## config.mk

```make
export PLATFORM = sky130hd
export DESIGN_NAME = arb_conv_32b_8b
export DESIGN_NICKNAME = d
export VERILOG_FILES = /design/src/rtl/arb_conv_32b_8b.sv
export SDC_FILE = /design/constraint.sdc
export NUM_CORES = 1
export LEC_CHECK = 0
export ABC_AREA = 1
export ABC_CLOCK_PERIOD_IN_PS = 6820
export CAP_MARGIN = 20
export CELL_PAD_IN_SITES_DETAIL_PLACEMENT = 1
export CELL_PAD_IN_SITES_GLOBAL_PLACEMENT = 2
export CORE_UTILIZATION = 22
export CTS_CLUSTER_SIZE = 8
export DETAILED_ROUTE_END_ITERATION = 12
export PLACE_DENSITY_LB_ADDON = 0.1
export SLEW_MARGIN = 40
export SYNTH_ARGS = -nofsm -noshare
export SYNTH_HDL_FRONTEND = slang
export SYNTH_SLANG_ARGS = --single-unit
```

## constraint.sdc

```tcl
create_clock -name clk_4f -period 6.82 [get_ports clk_4f]
set_clock_uncertainty 0.15 [all_clocks]
set_input_delay 1.364 -clock clk_4f [delete_from_list [all_inputs] [get_ports clk_4f]]
set_output_delay 1.364 -clock clk_4f [all_outputs]
set_load 0.03 [all_outputs]
```

## src/rtl/arb_conv_32b_8b.sv

```systemverilog
// rtl/arb_conv_32b_8b.sv - round-robin arbiter feeding one 32b-to-8b serializer, MSB byte first
module arb_conv_32b_8b #(
  parameter int         NUM_REQ   = 4,
  parameter logic [7:0] IDLE_BYTE = 8'hBC
) (
  input  logic                   clk_4f,
  input  logic                   reset,
  input  logic [NUM_REQ-1:0]     req_valid,
  input  logic [32*NUM_REQ-1:0]  req_data,
  output logic [NUM_REQ-1:0]     req_ready,
  output logic                   valid_out,
  output logic [7:0]             data_out,
  output logic [2:0]             grant_id,
  output logic                   busy
);

  typedef enum logic {IDLE, SEND} state_t;

  state_t      state;
  logic [31:0] shreg;
  logic [1:0]  cnt;
  logic [2:0]  last;

  logic [7:0]  valid8;
  logic [31:0] words [8];
  logic        accept_open;
  logic        found;
  logic        take;
  logic [2:0]  win;
  logic [3:0]  cand;
  logic [31:0] win_word;

  // Pad requester vectors to 8 entries so a 3-bit index is always in range.
  always_comb begin
    valid8 = '0;
    valid8[NUM_REQ-1:0] = req_valid;
    for (int i = 0; i < 8; i++) words[i] = '0;
    for (int i = 0; i < NUM_REQ; i++) words[i] = req_data[32*i +: 32];
  end

  assign accept_open = !reset && (state == IDLE || cnt == 2'd3);

  // Search last+1, last+2, ... modulo NUM_REQ; first valid requester wins.
  always_comb begin
    found = 1'b0;
    win   = '0;
    cand  = '0;
    for (int k = 1; k <= NUM_REQ; k++) begin
      cand = {1'b0, last} + 4'(k);
      if (cand >= 4'(NUM_REQ)) cand = cand - 4'(NUM_REQ);
      if (!found && valid8[cand[2:0]]) begin
        found = 1'b1;
        win   = cand[2:0];
      end
    end
  end

  assign take     = accept_open && found;
  assign win_word = words[win];

  always_comb begin
    req_ready = '0;
    for (int i = 0; i < NUM_REQ; i++) req_ready[i] = take && (win == 3'(i));
  end

  always_ff @(posedge clk_4f) begin
    if (reset) begin
      state     <= IDLE;
      valid_out <= 1'b0;
      busy      <= 1'b0;
      data_out  <= IDLE_BYTE;
      grant_id  <= '0;
      cnt       <= '0;
      shreg     <= '0;
      last      <= 3'(NUM_REQ - 1);
    end else if (take) begin
      state     <= SEND;
      valid_out <= 1'b1;
      busy      <= 1'b1;
      data_out  <= win_word[31:24];
      shreg     <= {win_word[23:0], 8'h00};
      grant_id  <= win;
      cnt       <= '0;
      last      <= win;
    end else if (state == SEND) begin
      cnt <= cnt + 2'd1;
      if (cnt == 2'd3) begin
        // Last byte shown and nobody waiting: drop back to idle.
        state     <= IDLE;
        valid_out <= 1'b0;
        busy      <= 1'b0;
        data_out  <= IDLE_BYTE;
      end else begin
        data_out <= shreg[31:24];
        shreg    <= {shreg[23:0], 8'h00};
      end
    end
  end

endmodule

```

### Yosys cells after proc, flatten, opt, wreduce, memory -nomap -nowiden

Cells that the tools add are included.

| operators by class | value |
|---|---|
| add/sub/neg operators | 9 |
| $lt $le $gt $ge | 9 |
| eq/ne operators | 5 |
| muxes and demuxes | 35 |
| bitwise gates (word level) | 2 |
| reductions and logical operators | 20 |

Operators with widths:

| cell | number |
|---|---|
| 2-to-1 mux 32 bit | 5 |
| binary-select mux 32 bit (select 3 bit) | 1 |
| 2-to-1 mux 3 bit | 8 |
| 2-to-1 mux 8 bit | 3 |
| greater-or-equal comparator 4 x 3 -> 1 bit, second input constant | 4 |
| < comparator 3 x 4 -> 1 bit, second input constant | 4 |
| 2-to-1 mux 1 bit | 14 |
| binary-select mux 1 bit (select 3 bit) | 4 |
| subtractor 3 bit, second input constant | 4 |
| logical AND 1 bit | 9 |
| adder 3 x 2 -> 4 bit, second input constant | 2 |
| == test 3 x 2 -> 1 bit, second input constant | 2 |
| adder 3 x 1 -> 4 bit, second input constant | 1 |
| adder 3 x 3 -> 4 bit, second input constant | 1 |
| greater-or-equal comparator 4 bit, second input constant | 1 |
| zero test 1 bit | 4 |
| inverter 3 -> 4 bit | 1 |
| AND reduction 2 bit | 2 |
| nonzero test 2 bit | 2 |
| == test 3 x 1 -> 1 bit, second input constant | 1 |
| zero test 3 bit | 1 |
| adder 2 x 1 -> 2 bit, second input constant | 1 |
| == test 2 bit, second input constant | 1 |
| inequality test 2 bit, second input constant | 1 |
| other kinds (3) | 3 |

| storage, ports and cells | value |
|---|---|
| register bits | 42 |
| bits of input ports | 134 |
| output and inout port bits | 17 |
| word-level logic and storage cells | 87 |

### Depth between registers and ports, before layout

| depth | value |
|---|---|
| depth in word-level cells | 20 |
| depth in mapped cells | 19 |
| depth with buffers taken out | 17 |

### Least setup slack after synthesis

Ideal clock, no wire load.

| timing | value |
|---|---|
| path type | in2out |
| start | in req_valid[2] |
| end | out req_ready[0] |
| arrival | 3.009 ns |
| required time | 5.306 ns |
| slack | 2.297 ns |
| stages on the path | 11 |
| path buffers | 1 |
| path through | nand2_1 > nand3_2 > nand3_2 > nand2_1 > nand2_1 > nand2_1 > nand3_1 > nand2_2 > inv_2 > buf_4 > nor3_1 |

| on the way | value |
|---|---|
| longest elaborated chain between the ends | 14 |
| elaborated cells between the ends (all ways) | 25 |

RTL lines:

| what | line | text |
|---|---|---|
| from (decl) | 8 | `input logic [NUM_REQ-1:0] req_valid,` |
| binary-select mux 1 bit (select 3 bit) | 51 | `if (!found && valid8[cand[2:0]]) begin` |
| 2-to-1 mux 1 bit (not written as such) | 51 |  |
| 2-to-1 mux 1 bit | 51 |  |
| zero test 1 bit | 51 |  |
| logical AND 1 bit | 51 |  |
| 2-to-1 mux 1 bit | 51 |  |
| zero test 1 bit | 51 |  |
| logical AND 1 bit | 51 |  |
| 2-to-1 mux 1 bit | 51 |  |
| zero test 1 bit | 51 |  |
| logical AND 1 bit | 51 |  |
| 2-to-1 mux 3 bit / 2-to-1 mux 1 bit (equally long branches) | 51 |  |
| zero test 3 bit / logical AND 1 bit (equally long branches) | 63, 58 |  |
| logical AND 1 bit (*) | 63 | `for (int i = 0; i < NUM_REQ; i++) req_ready[i] = take && (win == 3'(i));` |
| to (decl) | 10 | `output logic [NUM_REQ-1:0] req_ready,` |

Every way passes the cells marked *; elsewhere a longest branch is shown, timed or not. The select of a mux whose other input is x is not followed.

### Final worst setup path

Ends and elaborated chain as after synthesis.

==> results.cfg <==
[global_route]
grt_pass1_wl_mm = 21.5
grt_overflow_total = 0
grt_max_degree = 48
grt_pass1_vias = 4286
grt_use_total_pct = 18.5
antenna_found_initial = 0

[cts]
cts_sinks = 41
cts_tree = yes
clk_path_buf_depth = 2
insertion_delay_ps = 280
post_cts_buffers = 0
cts_max_level = 2
post_cts_resized = 0
clkTransAtPathRegs_ps = 60
cts_hold_buf = 0
root_buffer = clkbuf_16
numCtsBuffers = 5

[sta]
worstMarginPinSlew_ps = 665
setup_tns_ps = 0
max-slew-margin-rel_pct = 55.7
fin_hold_ws_ps = 323
setup_viol = 0
grt_setup_unrepaired = false
finalWorstSetupSlack_ps = 1140
finalCritPeriodShare_pct = 83.3
timing.final.max_slew_violations = 0
timing_hold_violations_final = 0
post-route-min-period_ps = 5680
max_freq_mhz = 176

[worst_setup_path]
crit_path_end = req_ready[0]
end_kind = primary output
setup.worst_path.start = req_valid[2]
slowest_stage = clkdlybuf4s50_1
critPathMaxFanout = 15
cp_data_arrival_time_ps = 4170
start_kind = input pin
crit_chain = clkdlybuf4s50_1, nand2_1, nand3_2, nand3_2, nand3_1, nor2_2, nor2_2, inv_4, nor3_1, clkdlybuf4s50_1
cpPeakStageDelay_ps = 710
r2r-start = last[0]
cp.required_ps = 5310
ff2ff_path_depth = 14
critical_path_class = input pin to primary output
rrSetupSlack_ps = 3270
rr_endpoint = shreg[21]

[status]
status = finished, final reports clean

[yosys]
ys_types = 32
synth_nets = 689
ys_seq_area_share_pct = 25.3
synth_seq_cells = 41
syn_inst = 552
synthesis.area_um2 = 3250
syn_avg_cell_area_um2 = 5.88
ys_warn_count = 0

[drt]
routed_wl_mm = 13.8
top_layer_used = met4
firstDrtPassIters = 4
drt_iter0_drc = 204
viasPerCell = 4.57
drc = 0
wl_met3_um = 663
post_drt_wl_per_cell_um = 15.8
dr_wl_met2_mm = 6.55
met1_length_mm = 6.41
drtAntennaViolNets = 0
vias = 3974

[power]
comb_power_share_pct = 70.7
clockPowerShare_pct = 12.9
p_int_mw = 1.08
vdd_ir_drop_max_uv = 241
seq_power_share_pct = 16.4
p_leak_nw = 2.29
p_per_area_nw_per_um2 = 480
sw_frac_of_total_pct = 55.2
p_sw_mw = 1.33

[die]
ios = 151
die_w_um = 124
core_um2 = 14500
fp.dieH_um = 124
dieArea_um2 = 15300
num_rows = 44
start_util_pct = 22.4

[finish]
area_delta_synth_final_pct = 54.3
utilization_pct = 34.6
fin_nets = 821
layout-drive-gt1-share_pct = 7.45
fillers = 1866
diodes = 0

[min_path]
hp-start = grant_id[0]
holdCritPathClass = flip-flop to flip-flop

[placement]
post-place-ws_ps = 1100
hpwl_mm = 10.9
io_buffers = 150
place.gp.congestion = 0.768

[job]
drv_cap = 0
[sequential cells by signal, summed over array words and instances, names as in the netlist]
| signal | flops |
|---|---|
| busy | 1 |
| data_out | 8 |
| last | 2 |
| cnt | 2 |
| state | 1 |
| shreg | 24 |
| grant_id | 3 |
[worst min-delay path by stage]
stage          slack, ps  cells after the start     endpoint
5_1_grt              340                      2  grant_id[0]
3_3_place_gp         300                      2       cnt[1]
6_report             320                      2  grant_id[0]
3_5_place_dp         310                      2  data_out[5]
2_1_floorplan        290                      2    shreg[20]
4_1_cts              330                      2  grant_id[0]
[logic make-up after synthesis]
family	after synthesis	synth area share, %
simple gates	356	49.2
flops	41	25.3
fa+ha+maj	3	1.16
xor+xnor	1	0.270
compound gates	52	9.71
buf+inv	99	14.4
[power groups by stage]
stage	Combinational, mW	Clock (mW)	Sequential [mW]
2_1_floorplan	1.25	0	0.423
3_3_place_gp	1.69	0	0.399
3_5_place_dp	1.72	0	0.400
4_1_cts	1.73	0.314	0.397
5_1_grt	1.91	0.326	0.408
6_report	1.70	0.310	0.396
[stage by stage]
step	instance area, µm²	cells	total power [mW]
4_1_cts	5010	869	2.44
3_5_place_dp	4820	861	2.12
3_3_place_gp	4820	861	2.09
5_1_grt	5010	869	2.65
6_report	5010	869	2.41
2_1_floorplan	3250	552	1.67
[critical path: cells and delay by family]
family / cells / cell delay, ps
buf+inv: 3 / 1400
simple gates: 7 / 1380
[cell usage in the layout (no fill, tap or decap), types with 2 or more instances in the layout]
cell,count
clkbuf_16,5
nor2_2,3
a21oi_1,16
inv_2,9
clkdlybuf4s50_1,148
dfxtp_1,41
inv_1,55
nand3b_1,4
nor2_4,4
ha_1,3
nand3_1,95
nand2_2,4
o21ai_0,26
nand4_1,16
nand2_1,170
o211ai_2,4
nand2_4,2
buf_4,9
nand3_2,4
nor2_1,53
bufinv_16,2
[synthesized netlist by cell type]
cell	count	area (µm²)
nor2_4	4	45.0
nand2_4	2	22.5
a21oi_1	16	80.1
inv_2	9	33.8
buf_4	8	60.1
inv_8	1	11.3
nand3_1	95	475
xnor2_1	1	8.76
o211ai_1	1	7.51
nor2_1	54	203
o211ai_2	4	50.1
inv_1	55	206
nor2_2	2	12.5
nand3b_1	4	30.0
a22oi_1	1	7.51
a22o_1	1	8.76
nand4_1	16	100
nand2_2	4	25.0
dfxtp_1	41	821
a21oi_4	1	16.3
nand3_2	4	40.0
o21ai_2	1	8.76
buf_6	6	67.6
o21ai_0	26	130
nor3_1	1	5.00
nand2_1	170	638
clkbuf_1	8	30.0
buf_2	10	50.1
clkinv_1	1	3.75
inv_4	1	6.26
ha_1	3	37.5
a31oi_1	1	6.26
[metal layers]
metal  global-route usage (%)  up-vias
li1                         -     2031
met1                     24.0     1823
met3                     2.81        8
met4                     3.01        0
met5                        0        -
met2                     32.8      112
[cell type report]
type	count	area [µm²]	area share (%)
Timing Repair Buffer	157	1550	30.9
Multi-Input combinational cell	412	1960	39.1
Inverter	67	262	5.22
Tap cell	184	230	4.59
Sequential cell	41	821	16.4
Clock inverter	3	65.1	1.30
Clock buffer	5	125	2.50
No activity file was read; power rests on OpenSTA's default activity.
